### src/rtl/pattern_gen.sv
// Parametrised HDMI test-pattern generator: two-stage registered RGB with aligned
// data-enable, frame counter, frame-synchronous mode switching and a bouncing box.
module pattern_gen #(
    parameter int H_ACTIVE   = 1280,
    parameter int V_ACTIVE   = 720,
    parameter int COORD_W    = 12,
    parameter int COLOR_W    = 8,
    parameter int CHECK_LOG2 = 5,
    parameter int GRID_LOG2  = 6,
    parameter int BOX_SIZE   = 64,
    parameter int BOX_SPEED  = 4,
    parameter int FRAME_W    = 16
) (
    input  logic                   clk,
    input  logic                   rst,
    input  logic                   frame_start,
    input  logic [COORD_W-1:0]     px,
    input  logic [COORD_W-1:0]     py,
    input  logic                   de,
    input  logic [2:0]             mode,
    input  logic [3*COLOR_W-1:0]   solid_color,
    output logic [COLOR_W-1:0]     r,
    output logic [COLOR_W-1:0]     g,
    output logic [COLOR_W-1:0]     b,
    output logic                   de_out,
    output logic [2:0]             mode_active,
    output logic [FRAME_W-1:0]     frame_cnt
);
    localparam int XW = COORD_W + 1;
    localparam logic [XW-1:0] H_LIM = XW'(H_ACTIVE);
    localparam logic [XW-1:0] V_LIM = XW'(V_ACTIVE);
    localparam logic [XW-1:0] H_LAST = XW'(H_ACTIVE - 1);
    localparam logic [XW-1:0] V_LAST = XW'(V_ACTIVE - 1);
    localparam logic [XW-1:0] XMAX = XW'(H_ACTIVE - BOX_SIZE);
    localparam logic [XW-1:0] YMAX = XW'(V_ACTIVE - BOX_SIZE);
    localparam logic [XW-1:0] SPEED = XW'(BOX_SPEED);
    localparam logic [XW-1:0] BOX_W = XW'(BOX_SIZE);
    localparam logic [COLOR_W-1:0] MAX = {COLOR_W{1'b1}};
    localparam logic [COLOR_W-1:0] GREY = MAX >> 3;

    logic [XW-1:0]      box_x, box_y;
    logic               dir_x, dir_y;
    logic [XW-1:0]      px_e, py_e;
    logic [2:0]         bar;
    logic [2:0]         bar_on;
    logic               in_box;
    logic               fc_b5;
    logic [COLOR_W-1:0] fc_lo;
    logic [COLOR_W-1:0] r_c, g_c, b_c;
    logic [COLOR_W-1:0] r_p0, g_p0, b_p0;
    logic               vld_p0;

    // One bounce step along an axis; returns {forward, position}.
    function automatic logic [XW:0] box_step(input logic [XW-1:0] pos, input logic fwd,
                                             input logic [XW-1:0] lim);
        logic [XW:0] res;
        if (fwd) begin
            if (pos + SPEED >= lim) res = {1'b0, lim};
            else                    res = {1'b1, pos + SPEED};
        end else begin
            if (pos <= SPEED) res = {1'b1, {XW{1'b0}}};
            else              res = {1'b0, pos - SPEED};
        end
        return res;
    endfunction

    // Bar index to {r,g,b} on/off: white, yellow, cyan, green, magenta, red, blue, black.
    function automatic logic [2:0] bar_rgb(input logic [2:0] k);
        logic [2:0] c;
        case (k)
            3'd0:    c = 3'b111;
            3'd1:    c = 3'b110;
            3'd2:    c = 3'b011;
            3'd3:    c = 3'b010;
            3'd4:    c = 3'b101;
            3'd5:    c = 3'b100;
            3'd6:    c = 3'b001;
            default: c = 3'b000;
        endcase
        return c;
    endfunction

    function automatic logic [COLOR_W-1:0] full(input logic on);
        return on ? MAX : {COLOR_W{1'b0}};
    endfunction

    if (FRAME_W > 5) begin : g_fc_b5
        assign fc_b5 = frame_cnt[5];
    end else begin : g_fc_b5_zero
        assign fc_b5 = 1'b0;
    end

    if (FRAME_W >= COLOR_W) begin : g_fc_lo
        assign fc_lo = frame_cnt[COLOR_W-1:0];
    end else begin : g_fc_lo_ext
        assign fc_lo = {{(COLOR_W-FRAME_W){1'b0}}, frame_cnt};
    end

    assign px_e = {1'b0, px};
    assign py_e = {1'b0, py};
    assign in_box = (px_e >= box_x) && (px_e < box_x + BOX_W) &&
                    (py_e >= box_y) && (py_e < box_y + BOX_W);

    always_comb begin
        bar = 3'd0;
        for (int k = 1; k < 8; k++) begin
            if (px_e >= XW'((k * H_ACTIVE) / 8)) bar = 3'(k);
        end
        bar_on = bar_rgb(bar);
        r_c = '0;
        g_c = '0;
        b_c = '0;
        case (mode_active)
            3'd0: {b_c, g_c, r_c} = solid_color;
            3'd1: begin
                r_c = full(bar_on[2]);
                g_c = full(bar_on[1]);
                b_c = full(bar_on[0]);
            end
            3'd2: begin
                r_c = px[COLOR_W-1:0];
                g_c = px[COLOR_W-1:0];
                b_c = px[COLOR_W-1:0];
            end
            3'd3: begin
                r_c = full(px[CHECK_LOG2] ^ py[CHECK_LOG2] ^ fc_b5);
                g_c = r_c;
                b_c = r_c;
            end
            3'd4: begin
                r_c = in_box ? MAX : GREY;
                g_c = r_c;
                b_c = r_c;
            end
            3'd5: begin
                r_c = full((px[GRID_LOG2-1:0] == '0) || (py[GRID_LOG2-1:0] == '0) ||
                           (px_e == H_LAST) || (py_e == V_LAST));
                g_c = r_c;
                b_c = r_c;
            end
            3'd6: begin
                r_c = px[COLOR_W-1:0] + fc_lo;
                g_c = py[COLOR_W-1:0] + fc_lo;
                b_c = px[COLOR_W-1:0] ^ py[COLOR_W-1:0];
            end
            default: ;
        endcase
        if (!de || px_e >= H_LIM || py_e >= V_LIM) begin
            r_c = '0;
            g_c = '0;
            b_c = '0;
        end
    end

    always_ff @(posedge clk) begin
        if (rst) begin
            mode_active <= '0;
            frame_cnt   <= '0;
            box_x       <= '0;
            box_y       <= '0;
            dir_x       <= 1'b1;
            dir_y       <= 1'b1;
            r_p0        <= '0;
            g_p0        <= '0;
            b_p0        <= '0;
            vld_p0      <= 1'b0;
            r           <= '0;
            g           <= '0;
            b           <= '0;
            de_out      <= 1'b0;
        end else begin
            if (frame_start) begin
                mode_active    <= mode;
                frame_cnt      <= frame_cnt + 1'b1;
                {dir_x, box_x} <= box_step(box_x, dir_x, XMAX);
                {dir_y, box_y} <= box_step(box_y, dir_y, YMAX);
            end
            // stage p0: pattern colour for the incoming pixel
            r_p0   <= r_c;
            g_p0   <= g_c;
            b_p0   <= b_c;
            vld_p0 <= de;
            // stage p1: output register
            r      <= r_p0;
            g      <= g_p0;
            b      <= b_p0;
            de_out <= vld_p0;
        end
    end
endmodule

### config.mk
export PLATFORM = sky130hd
export DESIGN_NAME = pattern_gen
export DESIGN_NICKNAME = d
export VERILOG_FILES = /design/src/rtl/pattern_gen.sv
export SDC_FILE = /design/constraint.sdc
export NUM_CORES = 1
export LEC_CHECK = 0
export ABC_AREA = 1
export BUFFER_PORTS_ARGS = -buffer_cell sky130_fd_sc_hd__buf_2
export CORE_ASPECT_RATIO = 1.75
export CORE_MARGIN = 10
export CORE_UTILIZATION = 53
export DETAILED_ROUTE_END_ITERATION = 7
export GPL_TIMING_DRIVEN = 0
export PLACE_DENSITY_LB_ADDON = 0.1
export SYNTH_ARGS = -nofsm -noshare
export SYNTH_HDL_FRONTEND = slang
export SYNTH_SLANG_ARGS = --single-unit
export TNS_END_PERCENT = 10
### constraint.sdc
create_clock -name clk -period 1.9 [get_ports clk]
set_input_delay 0.285 -clock clk [delete_from_list [all_inputs] [get_ports clk]]
set_output_delay 0.285 -clock clk [all_outputs]
set_load 0.02 [all_outputs]
==> results.yml <==
outcome:
  status: "complete, but fails checks"
  violations: "setup timing"
cts:
  cts_root_buf: "clkbuf_16"
  clock_path_buffers: 2
  clk_pin_slew_ns: 0.07
  cts_max_level: 3
  cts_made_buffers: 9
  clk_latency_ns: 0.35
  cts_tree: "built"
  cts.sinks: 93
detailed_routing:
  post_drt_wl_per_cell_um: 16.10
  drtIter0Drc: 376
  vias: 7038
  first_pass_iters: 7
  wl_um: 21570
  drc_errors: 0
  routed_via_density: 5.252
  postRouteAntennaNets: 0
yosys:
  netlist_instances: 1043
  syn_area_um2: 6773
  syn_area_per_cell_um2: 6.494
  synth-edff-count: 0
  synthesis.nets: 1157
  ys_ff_latch: 93
  ys_seq_area_share_pct: 27.49
  ys_types: 46
  yosys_most_used_dff: "dfxtp_1"
  ys.warnings.count: 0
  synthArstFlopShare_pct: 0
sta:
  relSlewSlack_pct: 56.32
  worst_pin_slew_ns: 0.6552
  timing.fmax_ghz: 0.4614
  drv_slew: 0
  min_period_ns: 2.167
  setup_ws_ns: -0.2674
  hold_viol: 0
  finClkSkew_ns: 0.009998
  period_share_pct: 114.1
  rsz0062_at_grt: "yes"
  setup_viol: 19
global_routing:
  antenna_found_initial: 0
  grt_pass1_vias: 6940
  grt_overflow: 0
  grt_pass1_wl_um: 33980
  track_usage_pct: 23.60
  grt_max_degree: 19
job:
  maxCapViolCount: 0
placement:
  portBuffers: 97
  pre_cts_ws_ns: -0.3869
  routabilityCongestion: 0.9909
  place_area_um2: 7512
  dp_hpwl_um: 16960
power:
  p_leak_nw: 4.182
  power_density_nw_per_um2: 706.2
  vdd_drop_max_uv: 521.7
floorplanning:
  die_h_um: 169.5
  dieArea_um2: 17880
  ioPinCount: 99
  die_w_um: 105.5
  fp-row-count: 54
  initial_core_util_pct: 54.18
  core-area_um2: 12500
layout:
  area_delta_synth_final_pct: 21.52
  antenna_cells: 0
  nets: 1281
  post-route-util_pct: 65.85
  finalInstanceArea_um2: 8230
  drive_above_1_share_pct: 20.73
worst_setup_path:
  crit_path_max_fanout: 5
  crit_path_start_kind: "register"
  critical_path_arrival_ns: 2.46
  path_class: "register to register"
  cp.required_ns: 2.19
  critPathCaptureType: "register"
hold_path:
  hp-class: "input pin to register"
cell type report:
cell class,instances,area (um^2)
Clock inverter,7,62.56
Sequential cell,93,1899
Clock buffer,9,225.2
Tap cell,168,210.2
Inverter,152,575.6
Timing Repair Buffer,112,601.8
Fill cell,1162,4269
Buffer,28,141.4
Multi-Input combinational cell,771,4514
worst max-delay path: stages (launching register included):
cell     delay (ns)
dfxtp_2        0.33
buf_6          0.11
nand2_4        0.06
nor2_4         0.13
nand2_4        0.07
nor3_2         0.10
a21oi_1        0.06
ha_1           0.31
nand2_1        0.07
nand2_1        0.06
nand3_2        0.09
nand2_2        0.05
inv_2          0.07
nand3_4        0.08
nor2_4         0.17
nand2_4        0.12
nand2_1        0.08
o21ai_1        0.07
inv_1          0.06
cell usage after synthesis, types with 2 or more instances:
library cell	count	area, um^2
nand3_1	66	330.3
xnor2_1	6	52.55
a41oi_1	2	17.52
a21oi_1	78	390.4
or2_2	4	25.02
nand3b_1	8	60.06
buf_1	3	11.26
nor3_2	2	20.02
clkinv_1	3	11.26
o21a_1	3	22.52
clkbuf_1	12	45.04
o21ai_1	3	15.01
nand4_1	25	156.4
buf_4	2	15.01
nand2_2	7	43.79
fa_1	2	40.04
nor2_4	4	45.04
inv_1	144	540.5
nor2_2	4	25.02
nor3_1	17	85.08
ha_1	57	713.2
a22oi_1	3	22.52
a211oi_1	4	30.03
nand2_1	239	897.1
nor2_1	130	488.0
o21ai_0	47	235.2
inv_2	5	18.77
a31oi_1	10	62.56
a21o_1	5	37.54
dfxtp_1	93	1862
nand3_2	5	50.05
buf_2	9	45.04
xor2_1	28	245.2
metal layers:
layer | vias to the layer above | GRT usage [%] | part of all wire, %
met3 | 79 | 4.487 | 5.5
met5 | - | 0 | 0
met4 | 0 | 16.31 | 6.7
li1 | 3634 | - | -
met1 | 3096 | 22.25 | 36
met2 | 229 | 44.42 | 52
placed cells by master (no fill, tap or decap), types with 5 or more instances in the layout:
cell type,n
inv_1,140
xnor2_1,5
nor2_1,118
clkbuf_1,12
buf_2,105
nand3_2,11
nand2_1,232
inv_2,8
a31oi_1,10
nor3_2,6
dfxtp_4,7
buf_4,15
a21oi_1,75
dfxtp_2,9
clkbuf_16,9
nor2_4,10
nor2_2,10
nand3_1,57
o21ai_1,5
nand3b_1,8
ha_1,53
dfxtp_1,77
o21ai_0,45
xor2_1,24
nand2_2,11
nor3_1,12
a21o_1,5
nand4_1,25
path summary, 6_finish.rpt:
check                           slack (ns)            endpoint  cells past startpoint             startpoint
worst min register to register        0.39   de_out$_SDFF_PP0_                      2      vld_p0$_SDFF_PP0_
worst min-delay path                  0.19   vld_p0$_SDFF_PP0_                      3                     de
worst max-delay path                 -0.27  b_p0[5]$_SDFF_PP0_                     18  box_x[8]$_SDFFE_PP0P_
worst max register to register       -0.27  b_p0[5]$_SDFF_PP0_                     18  box_x[8]$_SDFFE_PP0P_
power by group:
part           internal, mW  switching, mW
Clock                 0.921          0.853
Sequential             2.03          0.118
Combinational         0.691           1.20
Total                  3.65           2.17
stage by stage:
stage | cells | hold slack (ns) | power (mW) | setup TNS, ns
floorplan | 1043 | 0.3883 | 3.383 | 0
global placement | 1308 | 0.3891 | 3.844 | -7.634
detailed placement | 1308 | 0.3925 | 3.856 | -7.835
CTS | 1336 | 0.1871 | 5.730 | -2.426
global route | 1340 | 0.2067 | 6.149 | -5.388
finish | 1340 | 0.1918 | 5.812 | -2.536
state kept, by name, summed over array words and instances, names as in the netlist:
| register | count |
|---|---|
| dir_x | 1 |
| r | 8 |
| de_out | 1 |
| box_x | 11 |
| b_p0 | 8 |
| r_p0 | 8 |
| mode_active | 3 |
| vld_p0 | 1 |
| dir_y | 1 |
| g_p0 | 8 |
| box_y | 11 |
| g | 8 |
| frame_cnt | 16 |
| b | 8 |
cells by family after synthesis:
logic type / Yosys count / synth area share, %
flip-flops: 93 / 27.49
AO/OA/AOI/OAI: 162 / 13.21
AND/OR/NAND/NOR: 515 / 33.40
buffers and inverters: 180 / 10.38
XOR/XNOR: 34 / 4.397
adder cells (fa/ha/maj): 59 / 11.12
repair_timing:
action                     4_1_cts  5_1_grt
pin swaps                        8       11
hold buffers                     0        0
setup endpoints to repair       44       52
cloned                           1        0
resized for setup               45       45
buffers inserted                11        4
Note: power is estimated with default switching activity, not from simulation.
